`config.mk`:
```
export PLATFORM = sky130hd
export DESIGN_NAME = i2c_master_engine
export DESIGN_NICKNAME = d
export VERILOG_FILES = /design/src/rtl/i2c_master_engine.sv
export SDC_FILE = /design/constraint.sdc
export NUM_CORES = 1
export LEC_CHECK = 0
export ABC_CLOCK_PERIOD_IN_PS = 4600
export CAP_MARGIN = 25
export CORE_ASPECT_RATIO = 1.1
export CORE_MARGIN = 4
export CORE_UTILIZATION = 65
export DETAILED_ROUTE_END_ITERATION = 8
export DONT_BUFFER_PORTS = 1
export GPL_ROUTABILITY_DRIVEN = 0
export PLACE_DENSITY_LB_ADDON = 0.15
export SLEW_MARGIN = 20
export SYNTH_ARGS = -nofsm -noshare
export SYNTH_HDL_FRONTEND = slang
export SYNTH_SLANG_ARGS = --single-unit
```
`constraint.sdc`:
```
create_clock -name clk -period 4.6 [get_ports clk]
set_input_delay 1.15 -clock clk [delete_from_list [all_inputs] [get_ports clk]]
set_output_delay 1.15 -clock clk [all_outputs]
set_load 0.02 [all_outputs]
```
`src/rtl/i2c_master_engine.sv`:
```
// Bit/byte-level I2C master sequencer. Command strobes become quarter-bit SCL/SDA
// open-drain activity; received data, ACK status and a completion pulse are returned.
module i2c_master_engine #(
  parameter int unsigned DIV_W = 16
) (
  input  logic             clk,
  input  logic             reset_n,
  input  logic [DIV_W-1:0] clk_div,
  input  logic             cmd_start,
  input  logic             cmd_stop,
  input  logic             cmd_write,
  input  logic             cmd_read_ack,
  input  logic             cmd_read_nack,
  input  logic [7:0]       txdata,
  output logic [7:0]       rxdata,
  output logic             rx_ack,
  output logic             busy,
  output logic             bus_idle,
  output logic             done,
  input  logic             scl_i,
  output logic             scl_oe,
  input  logic             sda_i,
  output logic             sda_oe
);

  typedef enum logic [2:0] {StIdle, StStart, StBit, StAckBit, StStop, StDone} state_e;
  typedef enum logic [1:0] {OpWrite, OpReadAck, OpReadNack} op_e;

  state_e           state_q, state_d;
  op_e              op_q, op_d;
  logic [1:0]       qtr_q, qtr_d;
  logic [DIV_W-1:0] cnt_q, cnt_d;
  logic [2:0]       bit_q, bit_d;
  logic [7:0]       tx_q, tx_d;
  logic [7:0]       sh_q, sh_d;
  logic [7:0]       rxdata_q, rxdata_d;
  logic             ack_smp_q, ack_smp_d;
  logic             rx_ack_q, rx_ack_d;
  logic             bus_idle_q, bus_idle_d;
  logic             done_q, done_d;
  logic             scl_oe_q, sda_oe_q;
  logic             active, stall, accept;

  assign busy     = (state_q != StIdle) || done_q;
  assign accept   = !busy && (cmd_start || cmd_stop || cmd_write || cmd_read_ack || cmd_read_nack);
  assign active   = state_q inside {StStart, StBit, StAckBit, StStop};
  // A slave holding SCL low while we release it freezes the quarter counter.
  assign stall    = active && !scl_oe && !scl_i;
  assign rxdata   = rxdata_q;
  assign rx_ack   = rx_ack_q;
  assign bus_idle = bus_idle_q;
  assign done     = done_q;

  always_ff @(posedge clk or negedge reset_n) begin
    if (!reset_n) begin
      state_q    <= StIdle;
      op_q       <= OpWrite;
      qtr_q      <= 2'd0;
      cnt_q      <= '0;
      bit_q      <= 3'd0;
      tx_q       <= 8'h00;
      sh_q       <= 8'h00;
      rxdata_q   <= 8'h00;
      ack_smp_q  <= 1'b1;
      rx_ack_q   <= 1'b1;
      bus_idle_q <= 1'b1;
      done_q     <= 1'b0;
      scl_oe_q   <= 1'b0;
      sda_oe_q   <= 1'b0;
    end else begin
      state_q    <= state_d;
      op_q       <= op_d;
      qtr_q      <= qtr_d;
      cnt_q      <= cnt_d;
      bit_q      <= bit_d;
      tx_q       <= tx_d;
      sh_q       <= sh_d;
      rxdata_q   <= rxdata_d;
      ack_smp_q  <= ack_smp_d;
      rx_ack_q   <= rx_ack_d;
      bus_idle_q <= bus_idle_d;
      done_q     <= done_d;
      scl_oe_q   <= scl_oe;
      sda_oe_q   <= sda_oe;
    end
  end

  always_comb begin
    state_d    = state_q;
    op_d       = op_q;
    qtr_d      = qtr_q;
    cnt_d      = cnt_q;
    bit_d      = bit_q;
    tx_d       = tx_q;
    sh_d       = sh_q;
    rxdata_d   = rxdata_q;
    ack_smp_d  = ack_smp_q;
    rx_ack_d   = rx_ack_q;
    bus_idle_d = bus_idle_q;
    done_d     = 1'b0;
    unique case (state_q)
      StIdle: begin
        if (accept) begin
          qtr_d = 2'd0;
          cnt_d = clk_div;
          bit_d = 3'd7;
          tx_d  = txdata;
          if (cmd_start) begin
            state_d    = StStart;
            bus_idle_d = 1'b0;
          end else if (cmd_stop) begin
            state_d = StStop;
          end else begin
            state_d = StBit;
            op_d    = cmd_write ? OpWrite : (cmd_read_ack ? OpReadAck : OpReadNack);
          end
        end
      end
      StStart, StBit, StAckBit, StStop: begin
        if (!stall) begin
          if (cnt_q != '0) begin
            cnt_d = cnt_q - 1'b1;
          end else begin
            cnt_d = clk_div;
            qtr_d = qtr_q + 2'd1;
            if (qtr_q == 2'd2) begin
              if (state_q == StBit) sh_d = {sh_q[6:0], sda_i};
              if (state_q == StAckBit) ack_smp_d = sda_i;
            end
            if (qtr_q == 2'd3) begin
              unique case (state_q)
                StBit: begin
                  if (bit_q == 3'd0) state_d = StAckBit;
                  else bit_d = bit_q - 3'd1;
                end
                StAckBit: begin
                  state_d = StDone;
                  if (op_q == OpWrite) rx_ack_d = ack_smp_q;
                  else rxdata_d = sh_q;
                end
                StStop: begin
                  state_d    = StDone;
                  bus_idle_d = 1'b1;
                end
                default: state_d = StDone;
              endcase
            end
          end
        end
      end
      StDone: begin
        state_d = StIdle;
        done_d  = 1'b1;
      end
      default: state_d = StIdle;
    endcase
  end

  // Lines hold their last value unless the current quarter defines them.
  always_comb begin
    scl_oe = scl_oe_q;
    sda_oe = sda_oe_q;
    unique case (state_q)
      StStart: begin
        unique case (qtr_q)
          2'd0: sda_oe = 1'b0;
          2'd1: begin scl_oe = 1'b0; sda_oe = 1'b0; end
          2'd2: begin scl_oe = 1'b0; sda_oe = 1'b1; end
          default: begin scl_oe = 1'b1; sda_oe = 1'b1; end
        endcase
      end
      StBit: begin
        scl_oe = (qtr_q == 2'd0) || (qtr_q == 2'd3);
        sda_oe = (op_q == OpWrite) ? ~tx_q[bit_q] : 1'b0;
      end
      StAckBit: begin
        scl_oe = (qtr_q == 2'd0) || (qtr_q == 2'd3);
        sda_oe = (op_q == OpReadAck);
      end
      StStop: begin
        scl_oe = (qtr_q == 2'd0);
        sda_oe = (qtr_q == 2'd0) || (qtr_q == 2'd1);
      end
      default: ;
    endcase
  end

endmodule

```
==> key figures, run 1 <==
Timing
  – Final setup TNS: 0 ns
  – Final setup skew: 0.00984 ns
  – Post-route clock period utilization: 0.712
  – Transition time at the pin with the least slew margin: 0.774 ns
  – Achievable frequency: just over 0.3 GHz
  – Final worst hold slack: between 0.5 and 0.6 ns
  – Max-slew violation count: 0
  – Final critical path time including I/O delays and setup: 3.28 ns
  – Setup repair after global routing missed its margin: false
  – Count of final setup violators: 0
  – Final hold vios: 0
  – Worst Slack Setup Final: between 1 and 1.5 ns
  – Max-Slew Margin vs Limit: 0.484

Placement
  – Worst setup slack before clock tree synthesis: 1.69 ns
  – PortBufs: 0
  – Placed Instance Area: about 0.0032 mm^2
  – Half-perimeter wire length after detailed placement: just under 5 mm

Power
  – Clock network fraction of total power: 0.131
  – Switching power of the nets: a little over 0.9 mW
  – Switching portion of total power: 0.439
  – Power density over cell area: roughly 630 mW/mm^2
  – Internal power: between 1 and 1.5 mW
  – Worst VDD drop: 0.000379 V
  – Leak: around 1.4 nW
  – Power consumption: 2.09 mW
  – Gate power share: 0.470
  – Proportion of power drawn by flip-flops and latches: 0.399

GRT
  – Largest net degree at the start of global routing: 57
  – Total overflow reported by the global router: 0
  – Via count of the first global-routing pass: 2478
  – Global-route wire length before repair: about 11 mm
  – Total global routing track utilization: 0.245
  – Number of antenna violations at the first check in global routing: 0

Clocking
  – Number of hold-repair buffers added at the cts stage: 0
  – Clock tree root driver cell: clkbuf_8
  – TritonCTS clock tree: built
  – Clock Latency Late Sink: 0.32 ns
  – Reg clk slew, reported paths: 0.10 ns
  – Post_cts resized: 0
  – Clock sinks: 56
  – CTS Buf Count: 5
  – H-tree depth: 2
  – Count of buffers added by post-CTS timing repair for setup: 0
  – Max Root-Sink Buffers: 2

Synthesis
  – Cell area after synthesis: about 0.0032 mm^2
  – Syn Area/Cell: 10.2 um^2
  – Proportion of register bits with asynchronous set or reset after synthesis: 1.00
  – Post-Synthesis Cells: 315
  – Post-Syn Nets: 356
  – Flip-flop and latch count after synthesis: 56
  – Part of the Yosys area used for sequential elements: 0.438
  – Dominant synthesized flop cell: dfrtp_1
  – EDFF count, synth: 0
  – Yosys cell types: 60
  – Synthesis warning total: 0

Final layout
  – Filler cell count in the final layout: roughly 370
  – Layout Area Growth over Synthesis: 3.75%
  – Final standard cell area without fillers: 0.00333 mm^2
  – Seq. cell area: roughly 0.0014 mm^2
  – Area occupied by multi-input gates: between 0.0015 and 0.002 mm^2
  – Share of cells above drive strength 1: 0.131
  – Number of diodes: 0
  – Net count, final: 352

Drt
  – Routed len/inst: 18.6 um
  – Drt first pass iters: 5
  – Total DRC errors in the routed layout: 0
  – Total via count after detailed routing: about 2500
  – Routed vias/inst: 6.66
  – Total wire length: 6.84 mm
  – Remaining number of nets flagged by the antenna check after routing: 0
  – Detailed router's first-iteration violation count: 149

Floorplan
  – Die boundary height: about 82 um
  – Area of the core: about 0.0047 mm^2
  – Width of the chip: 75.0 um
  – Number of primary I/O pins: 47
  – Effective utilization at floorplan: 0.680
  – Total number of placement rows: 26
  – Full die area: 0.00612 mm^2

Setup path
  – Kind of end point of the critical path: primary output
  – Element type at the critical path start: flip-flop
  – Critical Setup Path Class: flip-flop to primary output
  – Worst-case reg-to-reg path depth: 6
  – Arrival time of the worst setup path: ~2.1 ns
  – Critical R2R Launch: state_q[2]
  – Source of the critical timing path: state_q[2]
  – Data required time of the worst path: roughly 3.5 ns
  – Peak fanout along the critical path: 25

Min path
  – Class of the most critical hold timing path: input pin to async pin

Run
  – Max_cap viols: 0

Status
  – Run status: completed
==> through the flow <==
stage          cells   util
2_1_floorplan    315      -
3_3_place_gp     360  0.686
3_5_place_dp     360  0.686
4_1_cts          368  0.705
5_1_grt          368  0.705
6_report         368  0.705
==> kinds of logic after synthesis <==
kind of cell | share of synthesized area
AND/OR/NAND/NOR | 0.173
AO/OA/AOI/OAI | 0.172
flip-flops | 0.438
multiplexers | 0.147
buffers and inverters | 0.0332
adder cells (fa/ha/maj) | 0.0312
XOR/XNOR | 0.00546
==> synthesized netlist by cell type (all sizes together) (6+ instances only) <==
| cell | count | area [um^2] |
|---|---|---|
| inv | 12 | 45.0 |
| ha | 8 | 100 |
| nand2b | 6 | 37.5 |
| o22ai | 9 | 56.3 |
| mux2i | 7 | 70.1 |
| o21ai | 22 | 114 |
| nor2 | 21 | 78.8 |
| nor4 | 8 | 71.3 |
| a21oi | 22 | 110 |
| nand3 | 11 | 55.1 |
| mux2 | 29 | 357 |
| dfrtp | 53 | 1330 |
| clkbuf | 8 | 30.0 |
| buf | 6 | 31.3 |
| nand2 | 19 | 78.8 |
| nor3 | 13 | 65.1 |
==> power by group through the flow <==
stage                     Clock, mW  Sequential (mW)  Combinational (mW)
after global placement            0            0.833               0.941
final                         0.273            0.833               0.982
after global routing          0.300            0.860                1.09
after floorplan                   0            0.765               0.828
after detailed placement          0            0.838               0.971
after CTS                     0.280            0.829               0.973
==> flip-flops by register name, indices dropped and copies added, names as in the netlist <==
signal	count
ack_smp_q	1
bit_q	3
bus_idle	1
cnt_q	16
done	1
op_q	2
qtr_q	2
rx_ack	1
rxdata	8
scl_oe_q	1
sda_oe_q	1
sh_q	8
state_q	3
tx_q	8
==> cells in the final DEF (no fill, tap or decap), types with 3 or more instances in the layout <==
master / instances
nor3b_1: 4
nand2_1: 18
a2bb2oi_1: 5
o21ai_0: 16
o2bb2ai_1: 5
mux2i_1: 7
o22ai_1: 9
buf_4: 3
dfstp_2: 3
o211ai_1: 3
ha_1: 8
dfrtp_1: 53
mux2_2: 10
inv_1: 12
nand2b_1: 6
mux2_1: 11
nor4_1: 6
nor2_1: 21
or3_1: 3
nand3_1: 11
o21ai_1: 5
a21oi_1: 22
clkbuf_8: 5
nor3_1: 13
mux2_4: 8
==> layout make-up <==
type                            count  area share
Inverter                           12      0.0135
Multi-Input combinational cell    233       0.510
Timing Repair Buffer                3     0.00677
Clock buffer                        6      0.0218
Tap cell                           56      0.0211
Sequential cell                    56       0.422
Clock inverter                      2     0.00489
==> worst max-delay path: stages, from the launching register on <==
cell and delay, ns:
dfrtp_1 0.86, nor2_1 0.20, a21oi_1 0.16, o22ai_1 0.11, a21oi_1 0.49
==> path summary, 6_finish.rpt <==
| kind | to | slack [ns] |
|---|---|---|
| min | state_q[0] | 0.51 |
| max | sda_oe | 1.32 |
| max reg2reg | cnt_q[4] | 1.92 |
| min in group clk | tx_q[3] | 0.52 |
| min reg2reg | tx_q[3] | 0.52 |
| max in group asynchronous | bus_idle | 3.91 |
==> metal layers <==
layer	vias to the layer above	track usage	wire, um
met1	1192	0.311	2880
met3	15	0.0588	401
met4	0	0.103	153
met5	-	0	0
met2	86	0.396	3400
li1	1158	-	-
Power figures use the tool's default switching activity.
==> run 2: changes to the inputs <==
Settings changed: ABC_CLOCK_PERIOD_IN_PS 4600 to 3300, CORE_UTILIZATION 65 to 63.
Clock period 4.6 ns to 3.3 ns, I/O delays scaled along.
==> run 2 against run 1 <==
Effect of this change:
- clock power is 42% higher
- combinational power is 42% higher
- utilization is 0.65 points lower
- critical path type unchanged
- largest power group unchanged
==> key figures, run 2 (synthesis results as in run 1) <==
Clocking
  – TritonCTS clock tree: built (unchanged)
  – Reg clk slew, reported paths: 0.11 ns (was 0.10 ns)
  – CTS Buf Count: 5 (unchanged)
  – Number of hold-repair buffers added at the cts stage: 0 (unchanged)
  – Post_cts resized: 0 (unchanged)
  – H-tree depth: 2 (unchanged)
  – Clock Latency Late Sink: 0.32 ns (about the same)
  – Max Root-Sink Buffers: 2 (unchanged)
  – Count of buffers added by post-CTS timing repair for setup: 0 (unchanged)
  – Clock tree root driver cell: clkbuf_8 (unchanged)
  – Clock sinks: 56 (unchanged)

Floorplan
  – Number of primary I/O pins: 47 (unchanged)
  – Width of the chip: 76.0 um (was 75.0 um)
  – Full die area: 0.00630 mm^2 (was 0.00612 mm^2)
  – Total number of placement rows: 26 (unchanged)
  – Die boundary height: 82.8 um (was 81.7 um)
  – Area of the core: 0.00478 mm^2 (was 0.00472 mm^2)
  – Effective utilization at floorplan: 0.671 (was 0.680)

Setup path
  – Data required time of the worst path: 2.47 ns (was 3.45 ns)
  – Cell type group with the largest total delay on the critical path: compound AO/OA/AOI/OAI gates (was flip-flops)
  – Arrival time of the worst setup path: 2.06 ns (was 2.13 ns)
  – Critical R2R Launch: qtr_q[0] (was state_q[2])
  – Element type at the critical path start: flip-flop (unchanged)
  – Reg2reg setup slack: 0.71 ns (was 1.92 ns)
  – Peak fanout along the critical path: 9 (was 25)
  – Most prevalent standard cell on the critical path: a21oi_1 (unchanged)
  – Worst-path cell chain: inv_1, ha_1, nor2_1, nor3b_1, a21oi_1, o22ai_1, a21oi_1 (was nor2_1, a21oi_1, o22ai_1, a21oi_1)
  – Crit path max-delay cell type: a21oi_1 (was dfrtp_1)
  – Worst-case reg-to-reg path depth: 8 (was 6)
  – Kind of end point of the critical path: primary output (unchanged)
  – Crit path largest cell delay: 0.48 ns (was 0.86 ns)
  – Worst r2r dst: bit_q[0] (was cnt_q[4])
  – Sum of buffers and inverters on the critical path: 1 (was 0)
  – Critical Setup Path Class: flip-flop to primary output (unchanged)

Run
  – Max_cap viols: 0 (unchanged)

Timing
  – Achievable frequency: 0.346 GHz
  – Setup repair after global routing missed its margin: false (unchanged)
  – Final setup skew: 0.0141 ns (was 0.00984 ns)
  – Max-slew violation count: 0 (unchanged)
  – Count of final setup violators: 0 (unchanged)
  – Transition time at the pin with the least slew margin: 0.866 ns (was 0.774 ns)
  – Post-route clock period utilization: 0.876
  – Max-Slew Margin vs Limit: 0.422 (was 0.484)
  – Final setup TNS: 0 ns (unchanged)
  – Final hold vios: 0 (unchanged)
  – Final critical path time including I/O delays and setup: between 2 and 3 ns

GRT
  – Via count of the first global-routing pass: 2395 (was 2478)
  – Total overflow reported by the global router: 0 (unchanged)
  – Largest net degree at the start of global routing: 57 (unchanged)
  – Number of antenna violations at the first check in global routing: 0 (unchanged)
  – Total global routing track utilization: 0.216 (was 0.245)
  – Global-route wire length before repair: 11.4 mm (about the same)

Final layout
  – Leading cell types in the layout, fill and taps excluded: dfrtp_1, a21oi_1, nor2_1, nand2_1, o21ai_0 (unchanged)
  – Core occupancy in the finished layout: 0.699 (was 0.705)
  – Number of diodes: 0 (unchanged)
  – Share of cells above drive strength 1: 0.137 (was 0.131)
  – Most common cell after layout, fill and taps aside: dfrtp_1 (unchanged)
  – Layout Area Growth over Synthesis: 4.21% (was 3.75%)
  – Filler cell count in the final layout: 372 (was 373)
  – Net count, final: 354 (was 352)
  – Largest reg by FF count: cnt_q (unchanged)
  – Flip-flop count of the largest register after layout: 16 (unchanged)

Power
  – Power consumption: 2.92 mW (was 2.09 mW)
  – Switching power of the nets: 1.26 mW (was 0.916 mW)
  – Internal power: 1.65 mW (was 1.17 mW)
  – Leak: 1.45 nW (was 1.44 nW)
  – Worst VDD drop: 0.000456 V (was 0.000379 V)
  – Clock network fraction of total power: 0.133 (was 0.131)
  – Power density over cell area: 873 mW/mm^2 (was 628 mW/mm^2)
  – Proportion of power drawn by flip-flops and latches: 0.392 (was 0.399)
  – Switching portion of total power: 0.433 (was 0.439)
  – Gate power share: 0.475 (was 0.470)

Drt
  – Total wire length: 6.64 mm (was 6.84 mm)
  – Total DRC errors in the routed layout: 0 (unchanged)
  – Routed len/inst: 18.0 um (was 18.6 um)
  – Remaining number of nets flagged by the antenna check after routing: 0 (unchanged)
  – Total via count after detailed routing: 2425 (was 2451)
  – Routed vias/inst: 6.55 (was 6.66)
  – Detailed router's first-iteration violation count: 166 (was 149)
  – Drt first pass iters: 5 (unchanged)

Placement
  – Half-perimeter wire length after detailed placement: 4.83 mm (was 4.87 mm)
  – PortBufs: 0 (unchanged)

Status
  – Run status: completed (unchanged)

Min path
  – Class of the most critical hold timing path: input pin to async pin (unchanged)
run 2: worst reg2reg max path, stage by stage (launching register included):
cell	delay (ns)
dfrtp_1	0.44
inv_1	0.10
ha_1	0.32
a21boi_0	0.15
o221ai_1	0.40
o311ai_2	0.38
buf_4	0.30
nor3_1	0.28
o21ai_0	0.12
run 2: routing by layer:
layer / vias to the layer above / GRT usage / wire, um
met4: 0 / 0.0631 / 82
met2: 80 / 0.365 / 3390
met1: 1171 / 0.277 / 2810
met3: 7 / 0.0465 / 364
li1: 1167 / - / -
met5: - / 0 / 0
run 2: worst max-delay path by stage:
stage	start	endpoint	slack, ns	cells after the start
floorplan	state_q[2]	sda_oe	0.80	5
global placement	cmd_read_ack	cnt_q[13]	0.78	6
detailed placement	qtr_q[0]	sda_oe	0.75	7
CTS	qtr_q[0]	sda_oe	0.40	7
global route	qtr_q[0]	sda_oe	0.23	7
finish	qtr_q[0]	sda_oe	0.41	7
run 2: per-stage QoR:
step / hold WS (ns) / std cells / cell area (um^2) / setup slack [ns]
after floorplan: 0.458 / 315 / 3210 / 0.803
after global placement: 0.477 / 362 / 3250 / 0.779
after detailed placement: 0.490 / 362 / 3250 / 0.752
after CTS: 0.186 / 370 / 3340 / 0.400
after global routing: 0.169 / 370 / 3340 / 0.227
final: 0.188 / 370 / 3340 / 0.411
run 2: power groups by stage:
stage / Sequential (mW) / Clock [mW] / Combinational [mW]
4_1_cts: 1.14 / 0.393 / 1.38
5_1_grt: 1.18 / 0.429 / 1.54
6_report: 1.14 / 0.388 / 1.39
2_1_floorplan: 1.07 / 0 / 1.15
3_5_place_dp: 1.15 / 0 / 1.38
3_3_place_gp: 1.15 / 0 / 1.34
run 2: final cells by class:
cell class / instances / area [um^2] / area share
Clock inverter: 2 / 16.3 / 0.00487
Clock buffer: 6 / 72.6 / 0.0217
Timing Repair Buffer: 5 / 37.5 / 0.0112
Multi-Input combinational cell: 233 / 1700 / 0.507
Inverter: 12 / 45.0 / 0.0135
Sequential cell: 56 / 1410 / 0.420
Tap cell: 56 / 70.1 / 0.0210
==> run 3: changes to the inputs <==
Settings changed: CORE_MARGIN 4 to 8, PLACE_DENSITY set to 0.9, PLACE_DENSITY_LB_ADDON 0.15 to unset.
==> run 3 against run 2 <==
Effect of this change:
- sequential power barely moved
- critical endpoint unchanged
- first-iteration DRC count up 23%
- worst setup slack worse by 0.11 ns
- sequential cell count unchanged
- power up 3.1%
- final cell count is 0.27% higher
- sequential share of layout area shrank 0.34 points
- hold slack improved by 0.0065 ns
- design area rose by 0.82%
- register-to-register slack worse by 0.06 ns
- largest cell class unchanged
- critical path depth down 2
- global-route usage decreased by 3.6 points
==> key figures, run 3 (synthesis results as in run 1) <==
Final layout
  – Number of diodes: 0 (unchanged)
  – Leading cell types in the layout, fill and taps excluded: dfrtp_1, a21oi_1, nor2_1, nand2_1, o21ai_0 (unchanged)
  – Most common cell after layout, fill and taps aside: dfrtp_1 (unchanged)
  – Flip-flop count of the largest register after layout: 16 (unchanged)
  – Largest reg by FF count: cnt_q (unchanged)
  – Net count, final: 353 (was 354)
  – Share of cells above drive strength 1: 0.137 (about the same)
  – Layout Area Growth over Synthesis: 5.07% (was 4.21%)
  – Post-layout instance count excluding filler cells: 371 (was 370)

Clocking
  – CTS Buf Count: 5 (unchanged)
  – TritonCTS clock tree: built (unchanged)
  – Clock Latency Late Sink: 0.31 ns (was 0.32 ns)
  – Post_cts resized: 0 (unchanged)
  – Number of hold-repair buffers added at the cts stage: 0 (unchanged)
  – Reg clk slew, reported paths: 0.10 ns (was 0.11 ns)
  – Max Root-Sink Buffers: 2 (unchanged)
  – Count of buffers added by post-CTS timing repair for setup: 0 (unchanged)
  – Clock sinks: 56 (unchanged)
  – Clock tree root driver cell: clkbuf_8 (unchanged)
  – H-tree depth: 2 (unchanged)

Drt
  – Remaining number of nets flagged by the antenna check after routing: 0 (unchanged)
  – Total DRC errors in the routed layout: 0 (unchanged)
  – Total via count after detailed routing: 2498 (was 2425)
  – Routed vias/inst: 6.73 (was 6.55)
  – Drt first pass iters: 5 (unchanged)
  – Total wire length: 6.85 mm (was 6.64 mm)
  – Detailed router's first-iteration violation count: 204 (was 166)
  – Routed len/inst: 18.5 um (was 18.0 um)

Floorplan
  – Total number of placement rows: 27 (was 26)
  – Width of the chip: 84.0 um (was 76.0 um)
  – Area of the core: 0.00497 mm^2 (was 0.00478 mm^2)
  – Number of primary I/O pins: 47 (unchanged)
  – Effective utilization at floorplan: 0.646 (was 0.671)
  – Die boundary height: 90.8 um (was 82.8 um)
  – Full die area: 0.00763 mm^2 (was 0.00630 mm^2)

Setup path
  – Cell type group with the largest total delay on the critical path: flip-flops (was compound AO/OA/AOI/OAI gates)
  – Data required time of the worst path: 2.47 ns (about the same)
  – Sum of buffers and inverters on the critical path: 1 (unchanged)
  – Critical Setup Path Class: flip-flop to primary output (unchanged)
  – Element type at the critical path start: flip-flop (unchanged)
  – Crit path largest cell delay: 0.56 ns (was 0.48 ns)
  – Critical R2R Launch: state_q[2] (was qtr_q[0])
  – Kind of end point of the critical path: primary output (unchanged)
  – Worst-path cell chain: nor2_1, xnor2_1, buf_4, nor2_1, a21oi_1 (was inv_1, ha_1, nor2_1, nor3b_1, a21oi_1, o22ai_1, a21oi_1)
  – Peak fanout along the critical path: 16 (was 9)
  – Arrival time of the worst setup path: 2.17 ns (was 2.06 ns)
  – Reg2reg setup slack: 0.65 ns (was 0.71 ns)
  – Crit path max-delay cell type: dfrtp_1 (was a21oi_1)
  – Most prevalent standard cell on the critical path: nor2_1 (was a21oi_1)
  – Source of the critical timing path: state_q[0] (was qtr_q[0])

Timing
  – Count of final setup violators: 0 (unchanged)
  – Max-slew violation count: 0 (unchanged)
  – Final hold vios: 0 (unchanged)
  – Max-Slew Margin vs Limit: 0.484 (was 0.422)
  – Final setup skew: 0.00703 ns (was 0.0141 ns)
  – Worst Slack Setup Final: 0.305 ns (was 0.411 ns)
  – Transition time at the pin with the least slew margin: 0.773 ns (was 0.866 ns)
  – Setup repair after global routing missed its margin: false (unchanged)
  – Post-route clock period utilization: 0.908 (was 0.876)
  – Final critical path time including I/O delays and setup: 3.00 ns (was 2.89 ns)
  – Achievable frequency: 0.334 GHz (was 0.346 GHz)
  – Final setup TNS: 0 ns (unchanged)

GRT
  – Number of antenna violations at the first check in global routing: 0 (unchanged)
  – Total global routing track utilization: 0.180 (was 0.216)
  – Via count of the first global-routing pass: 2398 (was 2395)
  – Total overflow reported by the global router: 0 (unchanged)
  – Global-route wire length before repair: 11.6 mm (was 11.4 mm)
  – Largest net degree at the start of global routing: 57 (unchanged)

Power
  – Leak: 1.47 nW (was 1.45 nW)
  – Worst VDD drop: 0.000506 V (was 0.000456 V)
  – Power density over cell area: 893 mW/mm^2 (was 873 mW/mm^2)

Min path
  – Class of the most critical hold timing path: input pin to async pin (unchanged)

Placement
  – Number of cells in the design after placement: 363 (was 362)
  – PortBufs: 0 (unchanged)
  – Worst setup slack before clock tree synthesis: 0.666 ns (was 0.752 ns)
  – Half-perimeter wire length after detailed placement: 4.92 mm (was 4.83 mm)

Run
  – Max_cap viols: 0 (unchanged)

Status
  – Run status: completed (unchanged)
-- run 3: metal layers --
layer | vias up | track usage | part of all wire
li1 | 1169 | - | -
met1 | 1218 | 0.222 | 0.41
met2 | 94 | 0.292 | 0.51
met3 | 17 | 0.0451 | 0.062
met4 | 0 | 0.0735 | 0.019
met5 | - | 0 | 0
-- run 3: through the flow --
step	power, mW	utilization	hold slack [ns]	area [um^2]
final	3.01	0.679	0.195	3370
after global routing	3.22	0.679	0.176	3370
after CTS	3.00	0.679	0.185	3370
after detailed placement	2.52	0.654	0.494	3250
after global placement	2.47	0.654	0.478	3250
after floorplan	2.22	-	0.458	3210
-- run 3: report_power, final --
part	switching, mW	total (mW)	internal [mW]
Sequential	0.265	1.16	0.894
Clock	0.227	0.476	0.248
Combinational	0.774	1.37	0.600
Total	1.27	3.01	1.74
-- run 3: path summary, 6_finish.rpt --
check / end / cells past startpoint
worst max register to register: state_q[1] / 5
max in group asynchronous: bus_idle / 0
min in group clk: tx_q[2] / 1
worst min register to register: tx_q[2] / 1
worst max-delay path: sda_oe / 5
worst min-delay path: sh_q[2] / 0
-- run 3: cell type report --
| cell class | instances | area (um^2) |
|---|---|---|
| fill | 371 | 1600 |
| timing repair buffer | 4 | 30.0 |
| clock buffer | 6 | 82.6 |
| clock inverter | 2 | 38.8 |
| sequential | 56 | 1410 |
| tap | 58 | 72.6 |
| inverter | 12 | 45.0 |
| multi-input combinational | 233 | 1700 |
-- run 3: worst register-to-register path, delay by kind of cell (launching register included) --
family / cells / cell delay [ns]
AOI/OAI and AO/OA: 3 / 1.05
buffers and inverters: 1 / 0.27
DFF: 1 / 0.86
and+or+nand+nor: 1 / 0.38
